`src/rtl/sum_to_ascii_tx.sv`:
```
// Binary-to-ASCII decimal transmitter: iterative double-dabble (one bit per clock)
// followed by a valid/ready character stream, MSD first. Optional macro: ZERO_SUPPRESS_EN.
module sum_to_ascii_tx #(
  parameter int WIDTH = 9,
  parameter int NDIG  = 3
) (
  input  logic             clk,
  input  logic             rst,
  input  logic [WIDTH-1:0] in_value,
  input  logic             in_valid,
  output logic             in_ready,
  output logic [7:0]       tx_data,
  output logic             tx_valid,
  input  logic             tx_ready,
  output logic             tx_last,
  output logic             busy
);

  localparam int BW = 4 * NDIG;
  localparam int CW = $clog2(WIDTH + 1);
  localparam int DW = (NDIG > 1) ? $clog2(NDIG) : 1;

  typedef enum logic [1:0] {IDLE, CONVERT, SEND} state_t;

  state_t           state;
  logic [BW-1:0]    bcd;
  logic [BW-1:0]    bcd_adj;
  logic [BW-1:0]    bcd_shifted;
  logic [WIDTH-1:0] shift;
  logic [CW-1:0]    cnt;
  logic [DW-1:0]    dig;
  logic [DW-1:0]    start_dig;

  // Per-nibble add-3 correction; nibbles never carry into each other.
  genvar gi;
  generate
    for (gi = 0; gi < NDIG; gi++) begin : g_add3
      assign bcd_adj[4*gi +: 4] = (bcd[4*gi +: 4] >= 4'd5) ? bcd[4*gi +: 4] + 4'd3
                                                           : bcd[4*gi +: 4];
    end
  endgenerate

  assign bcd_shifted = {bcd_adj[BW-2:0], shift[WIDTH-1]};

  // First digit to emit, evaluated on the value the final shift produces.
  always_comb begin
`ifdef ZERO_SUPPRESS_EN
    start_dig = '0;
    for (int i = 1; i < NDIG; i++) begin
      if (bcd_shifted[4*i +: 4] != 4'd0) start_dig = DW'(i);
    end
`else
    start_dig = DW'(NDIG - 1);
`endif
  end

  function automatic logic [7:0] digit_char(input logic [BW-1:0] b, input logic [DW-1:0] idx);
    logic [BW-1:0] t;
    t = b >> (4 * idx);
    return 8'h30 + {4'h0, t[3:0]};
  endfunction

  assign in_ready = (state == IDLE);
  assign busy     = (state != IDLE);

  always_ff @(posedge clk or posedge rst) begin
    if (rst) begin
      state    <= IDLE;
      bcd      <= '0;
      shift    <= '0;
      cnt      <= '0;
      dig      <= '0;
      tx_data  <= 8'h00;
      tx_valid <= 1'b0;
      tx_last  <= 1'b0;
    end else begin
      case (state)
        IDLE: begin
          tx_valid <= 1'b0;
          tx_last  <= 1'b0;
          if (in_valid) begin
            shift <= in_value;
            bcd   <= '0;
            cnt   <= CW'(WIDTH);
            state <= CONVERT;
          end
        end
        CONVERT: begin
          bcd   <= bcd_shifted;
          shift <= shift << 1;
          cnt   <= cnt - CW'(1);
          if (cnt == CW'(1)) begin
            state    <= SEND;
            dig      <= start_dig;
            tx_data  <= digit_char(bcd_shifted, start_dig);
            tx_last  <= (start_dig == '0);
            tx_valid <= 1'b1;
          end
        end
        SEND: begin
          if (tx_ready) begin
            if (dig == '0) begin
              state    <= IDLE;
              tx_valid <= 1'b0;
              tx_last  <= 1'b0;
            end else begin
              dig     <= dig - DW'(1);
              tx_data <= digit_char(bcd, dig - DW'(1));
              tx_last <= (dig == DW'(1));
            end
          end
        end
        default: state <= IDLE;
      endcase
    end
  end

endmodule
```
`config.mk`:
```
export PLATFORM = sky130hd
export DESIGN_NAME = sum_to_ascii_tx
export DESIGN_NICKNAME = d
export VERILOG_FILES = /design/src/rtl/sum_to_ascii_tx.sv
export SDC_FILE = /design/constraint.sdc
export NUM_CORES = 1
export LEC_CHECK = 0
export CAP_MARGIN = 40
export CORE_UTILIZATION = 50
export CTS_CLUSTER_SIZE = 10
export DETAILED_ROUTE_END_ITERATION = 6
export HOLD_SLACK_MARGIN = 0.08
export PLACE_DENSITY = 0.79
export SYNTH_ARGS = -nofsm -noshare
export SYNTH_HDL_FRONTEND = slang
export SYNTH_SLANG_ARGS = --single-unit
```
`constraint.sdc`:
```
create_clock -name clk -period 3.1 [get_ports clk]
set_clock_uncertainty 0.2 [all_clocks]
set_input_delay 0.31 -clock clk [delete_from_list [all_inputs] [get_ports clk]]
set_output_delay 0.31 -clock clk [all_outputs]
set_load 0.02 [all_outputs]
```
# After elaboration in Yosys (flattened, before gate mapping)
# Index checks and enable logic that the tools add are counted.
[totals] reg_bits=39 word_cells=68 inputBits=13
[op_classes] add_sub_neg=7 n_reduce_logical=11 eq_ne=9 n_mux=29 n_shift=1 order_cmp=3
[op_table] operator="two-way mux 8 bit" n=3
[op_table] operator="case mux 12 bit (2 select lines)" n=1
[op_table] operator="case mux 9 bit (2 select lines)" n=1
[op_table] operator="case mux 8 bit (2 select lines)" n=1
[op_table] operator="adder 6 x 4 -> 7 bit (first input constant)" n=2
[op_table] operator="greater-or-equal comparator 4 x 3 -> 1 bit (second input constant)" n=3
[op_table] operator="two-way mux 12 bit" n=1
[op_table] operator="two-way mux 2 bit" n=6
[op_table] operator="two-way mux 4 bit" n=3
[op_table] operator="AND reduction 4 bit" n=3
[op_table] operator=">> shifter 12 x 4 -> 4 bit" n=1
[op_table] operator="inequality test 2 bit (second input constant)" n=5
[op_table] operator="two-way mux 9 bit" n=1
[op_table] operator="adder 4 x 2 -> 4 bit (second input constant)" n=2
[op_table] operator="case mux 4 bit (2 select lines)" n=1
[op_table] operator="two-way mux 1 bit" n=6
[op_table] operator="case mux 1 bit (3 select lines)" n=2
[op_table] operator="case mux 2 bit (3 select lines)" n=1
[op_table] operator="nonzero test 2 bit" n=3
[op_table] operator="equality test 2 x 1 -> 1 bit (second input constant)" n=2
[op_table] operator="equality test 4 x 1 -> 1 bit (second input constant)" n=1
[op_table] operator="zero test 2 bit" n=2
[op_table] operator="case mux 2 bit (2 select lines)" n=1
[op_table] operator="subtractor 4 x 1 -> 4 bit (second input constant)" n=1
[op_table] operator="7 further kinds" n=7

# Longest topological paths before layout
[depth] ltp_word=6 depth_mapped=7 ltp_nobuf=6

# Worst setup path after synthesis
# Ideal clock, no wire load.
[synth_path] path_kind="flip-flop to flip-flop" from="reg dig[0]" to="reg tx_data[2]" period_less_slack_ps=2048 path_buffers=1 required_ps=2772 setup_ps=128 setup_slack_ps=1052 path_stages_with_launch=8 t_arrival_ps=1720 path_cell_list="dfrtp_1 clkinv_1 ha_1 clkbuf_1 mux2i_1 nor2_1 a311oi_1 o41ai_2"
[synth_between] elab_chain_len=6 word_cells_on_any_way=9 cone_classes="2 x add/sub; 1 x eq/ne; 1 x shift; 3 x mux; 2 x reduce/logical"
[synth_rtl] item="from (decl)" line_no="31" rtl="logic [DW-1:0] dig;"
[synth_rtl] item="from (signal assigned)" line_no="94" rtl="dig <= start_dig;"
[synth_rtl] item="from (signal assigned)" line_no="107" rtl="dig <= dig - DW'(1);"
[synth_rtl] item="subtractor 2 x 1 -> 2 bit" line_no="108" rtl="tx_data <= digit_char(bcd, dig - DW'(1));"
[synth_rtl] item=">> shifter 12 x 4 -> 4 bit" line_no="59" rtl="t = b >> (4 * idx);"
[synth_rtl] item="adder 6 x 4 -> 7 bit" line_no="60" rtl="return 8'h30 + {4'h0, t[3:0]};"
[synth_rtl] item="two-way mux 8 bit" line_no="102" rtl="if (dig == '0) begin"
[synth_rtl] item="two-way mux 8 bit" line_no="101" rtl="if (tx_ready) begin"
[synth_rtl] item="case mux 8 bit (2 select lines)" line_no="77" rtl="case (state)"
[synth_rtl] item="to (signal assigned)" line_no="95" rtl="tx_data <= digit_char(bcd_shifted, start_dig);"
[synth_rtl] item="to (signal assigned)" line_no="108"
[synth_rtl] item="to (decl)" line_no="12" rtl="output logic [7:0] tx_data,"
# Several ways; a longest one is shown, not always the timed one. The select of a mux whose other input is x is not followed.
# A chain may end at the register's enable or synchronous reset.

# Worst setup path after layout
[layout_path] from="reg state[1]" to="out in_ready"
[layout_between] elab_chain_len=1
[layout_rtl] item="from (decl)" line_no="25" rtl="state_t state;"
[layout_rtl] item="from (signal assigned)" line_no="68" rtl="state <= IDLE;"
[layout_rtl] item="from (signal assigned)" line_no="85" rtl="state <= CONVERT;"
[layout_rtl] item="from (signal assigned)" line_no="93" rtl="state <= SEND;"
[layout_rtl] item="zero test 2 bit" line_no="63" rtl="assign in_ready = (state == IDLE);"
[layout_rtl] item="to (decl)" line_no="11" rtl="output logic in_ready,"
# Every way passes these cells.

==> flow_summary.toml <==
[layout]
layout_common_cells = "dfrtp_1, o21ai_0, clkdlybuf4s50_1"
drive_gt1_share_pct = 5.394
fin_util_pct = 59.46
antenna_cells = 0
area_growth_pct = 14.59
layout_commonest_cell = "dfrtp_1"
final_nets = 264
final_cells = 291

[worst_setup_path]
cp.required_ps = 2590
path_cells = "or2_2, inv_1, clkdlybuf4s50_1"
startpoint_type = "flop"
rrSetupSlack_ps = 860
critPathMaxStageDelay_ps = 640
cp-end-kind = "output port"
arrival_ps = 1980
worstPathMaxFanout = 22
path_class = "reg2out"
cp_slowest_cell = "dfrtp_1"

[synth]
ys_types = 37
yosys.area_share.simple_pct = 16.82
syn_avg_cell_area_um2 = 9.308
ys_ff_latch = 36
synth_top_family_by_area = "compound AO/OA/AOI/OAI gates"
synthesis.area_um2 = 2076
ys.flop_type = "dfrtp_1"
synthXorXnorAreaFrac_pct = 1.266
yosysSeqAreaShare_pct = 43.40
synthMuxAreaShare_pct = 3.858
synth-edff-count = 0
yosys.area_share.adder_pct = 6.028
async_reset_ff_share_pct = 100.0
syn-instance-count = 223
synth_compound_area_share_pct = 22.06
ys_warn_count = 0

[grt]
grt_pass1_wl_um = 7024
grt_pass1_vias = 1561
grt_max_degree = 37
gr-usage-all-layers_pct = 20.88
antenna_found_initial = 0
grt_remaining_overflow = 0

[placement]
post-dp-hpwl_um = 2787
gp_congestion = 0.8163
post-place-cells = 284
port_buffers = 22

[clocking]
clk_path_buf_depth = 2
postCtsHoldBufs = 0
root_buffer = "clkbuf_8"
cts_resized = 0
cts_sinks = 36
cts_tree = "built"
clock_latency_ps = 280
cts_setup_buffers = 0
numCtsBuffers = 5
htreeDepth = 2
clk_pin_slew_worst_paths_ps = 70

[detailed_routing]
first_pass_iters = 4
postRouteAntennaNets = 0
wl_um = 4053
drc = 0
wire_per_inst_um = 13.93
drt-initial-drc-count = 129
vias = 1641
vias_per_cell = 5.639

[die]
fp.dieW_um = 66.43
initial_utilization_pct = 51.89
ioPinCount = 25
core_um2 = 4000
dieHeight_um = 66.43
row_count = 23
die_area_um2 = 4413

[run]
maxCapViolCount = 0

[sta]
hold_viol_final = 0
period_share_pct = 80.40
setup_viol = 0
whs_ps = 232.5
slew_viol_final = 0
slew_headroom_pct = 50.23
rsz0062_at_grt = "false"
tns_ps = 0
fin_crit_ps = 2492
tightest_slew_ps = 745.1
fmax_mhz = 401.2

[run_status]
status = "finished, final reports clean"

[power]
power_density_nw_per_um2 = 933.5
p_leak_nw = 1.029
ir_drop_mv = 0.4184

[worst_hold_path]
hold_class = "in2async"
[path summary, 6_finish.rpt]
check | startpoint | endpoint | cells after the start
worst min-delay path | rst | tx_valid | 3
worst max-delay path | state[1] | in_ready | 3
min in group clk | tx_data[0] | tx_data[0] | 2
max in group asynchronous | rst | shift[6] | 3
worst max register to register | dig[0] | tx_data[2] | 6
worst min register to register | tx_data[0] | tx_data[0] | 2
[report_power, final]
| group | leakage, nW | total [mW] | switching [mW] | internal, mW |
|---|---|---|---|---|
| registers | 0.451 | 0.874 | 0.217 | 0.657 |
| logic | 0.537 | 1.03 | 0.546 | 0.488 |
| clock network | 0.0410 | 0.312 | 0.159 | 0.153 |
[Yosys cell counts, types with 4 or more instances]
cell / instances / area (um^2)
o21ai_0: 32 / 160.2
nor2b_1: 14 / 87.58
dfrtp_1: 36 / 900.9
nand2b_1: 7 / 43.79
a22oi_1: 8 / 60.06
buf_2: 4 / 20.02
a22o_1: 5 / 43.79
a21oi_1: 17 / 85.08
ha_1: 10 / 125.1
mux2i_1: 8 / 80.08
nor3_1: 7 / 35.03
inv_1: 14 / 52.55
clkbuf_1: 6 / 22.52
nand2_1: 20 / 75.07
[critical path, delay by kind of cell (launching register included)]
kind | cells | cell delay [ps]
AND/OR/NAND/NOR | 1 | 410
buffers and inverters | 2 | 650
flip-flops | 1 | 640
[cell type report]
cell class	count	area [um^2]
inverter	15	56.30
fill	349	1622
clock inverter	1	5.005
tap	50	62.56
sequential	36	900.9
timing repair buffer	24	235.2
multi-input combinational	159	1046
clock buffer	6	72.57
[routing by layer]
metal | vias to the layer above | part of all wire, % | routed length [um] | track usage [%]
met3 | 5 | 3.9 | 159 | 4.138
met2 | 36 | 46 | 1865 | 34.95
li1 | 811 | - | - | -
met1 | 789 | 49 | 1983 | 27.09
met5 | - | 0 | 0 | 0
met4 | 0 | 1.1 | 44 | 6.117
[state kept, by name (all words and copies together) (netlist names)]
register and cells:
shift 9, cnt 4, tx_last 1, tx_valid 1, tx_data 5, bcd 12
dig 2, state 2
[kinds of logic after synthesis]
logic type / after synthesis
compound gates: 74
xor+xnor: 3
fa+ha+maj: 10
buf+inv: 29
flops: 36
mux: 8
other cells: 1
simple gates: 62
[per-stage QoR]
stage                     area, um^2  power, mW  worst slack (ps)
after floorplan                 2079      1.635              1052
after global placement          2301      1.868             937.9
after detailed placement        2301      1.916             886.3
after CTS                       2379      2.236             611.9
after global routing            2379      2.413             546.0
final                           2379      2.220             607.6
Power figures use the tool's default switching activity.
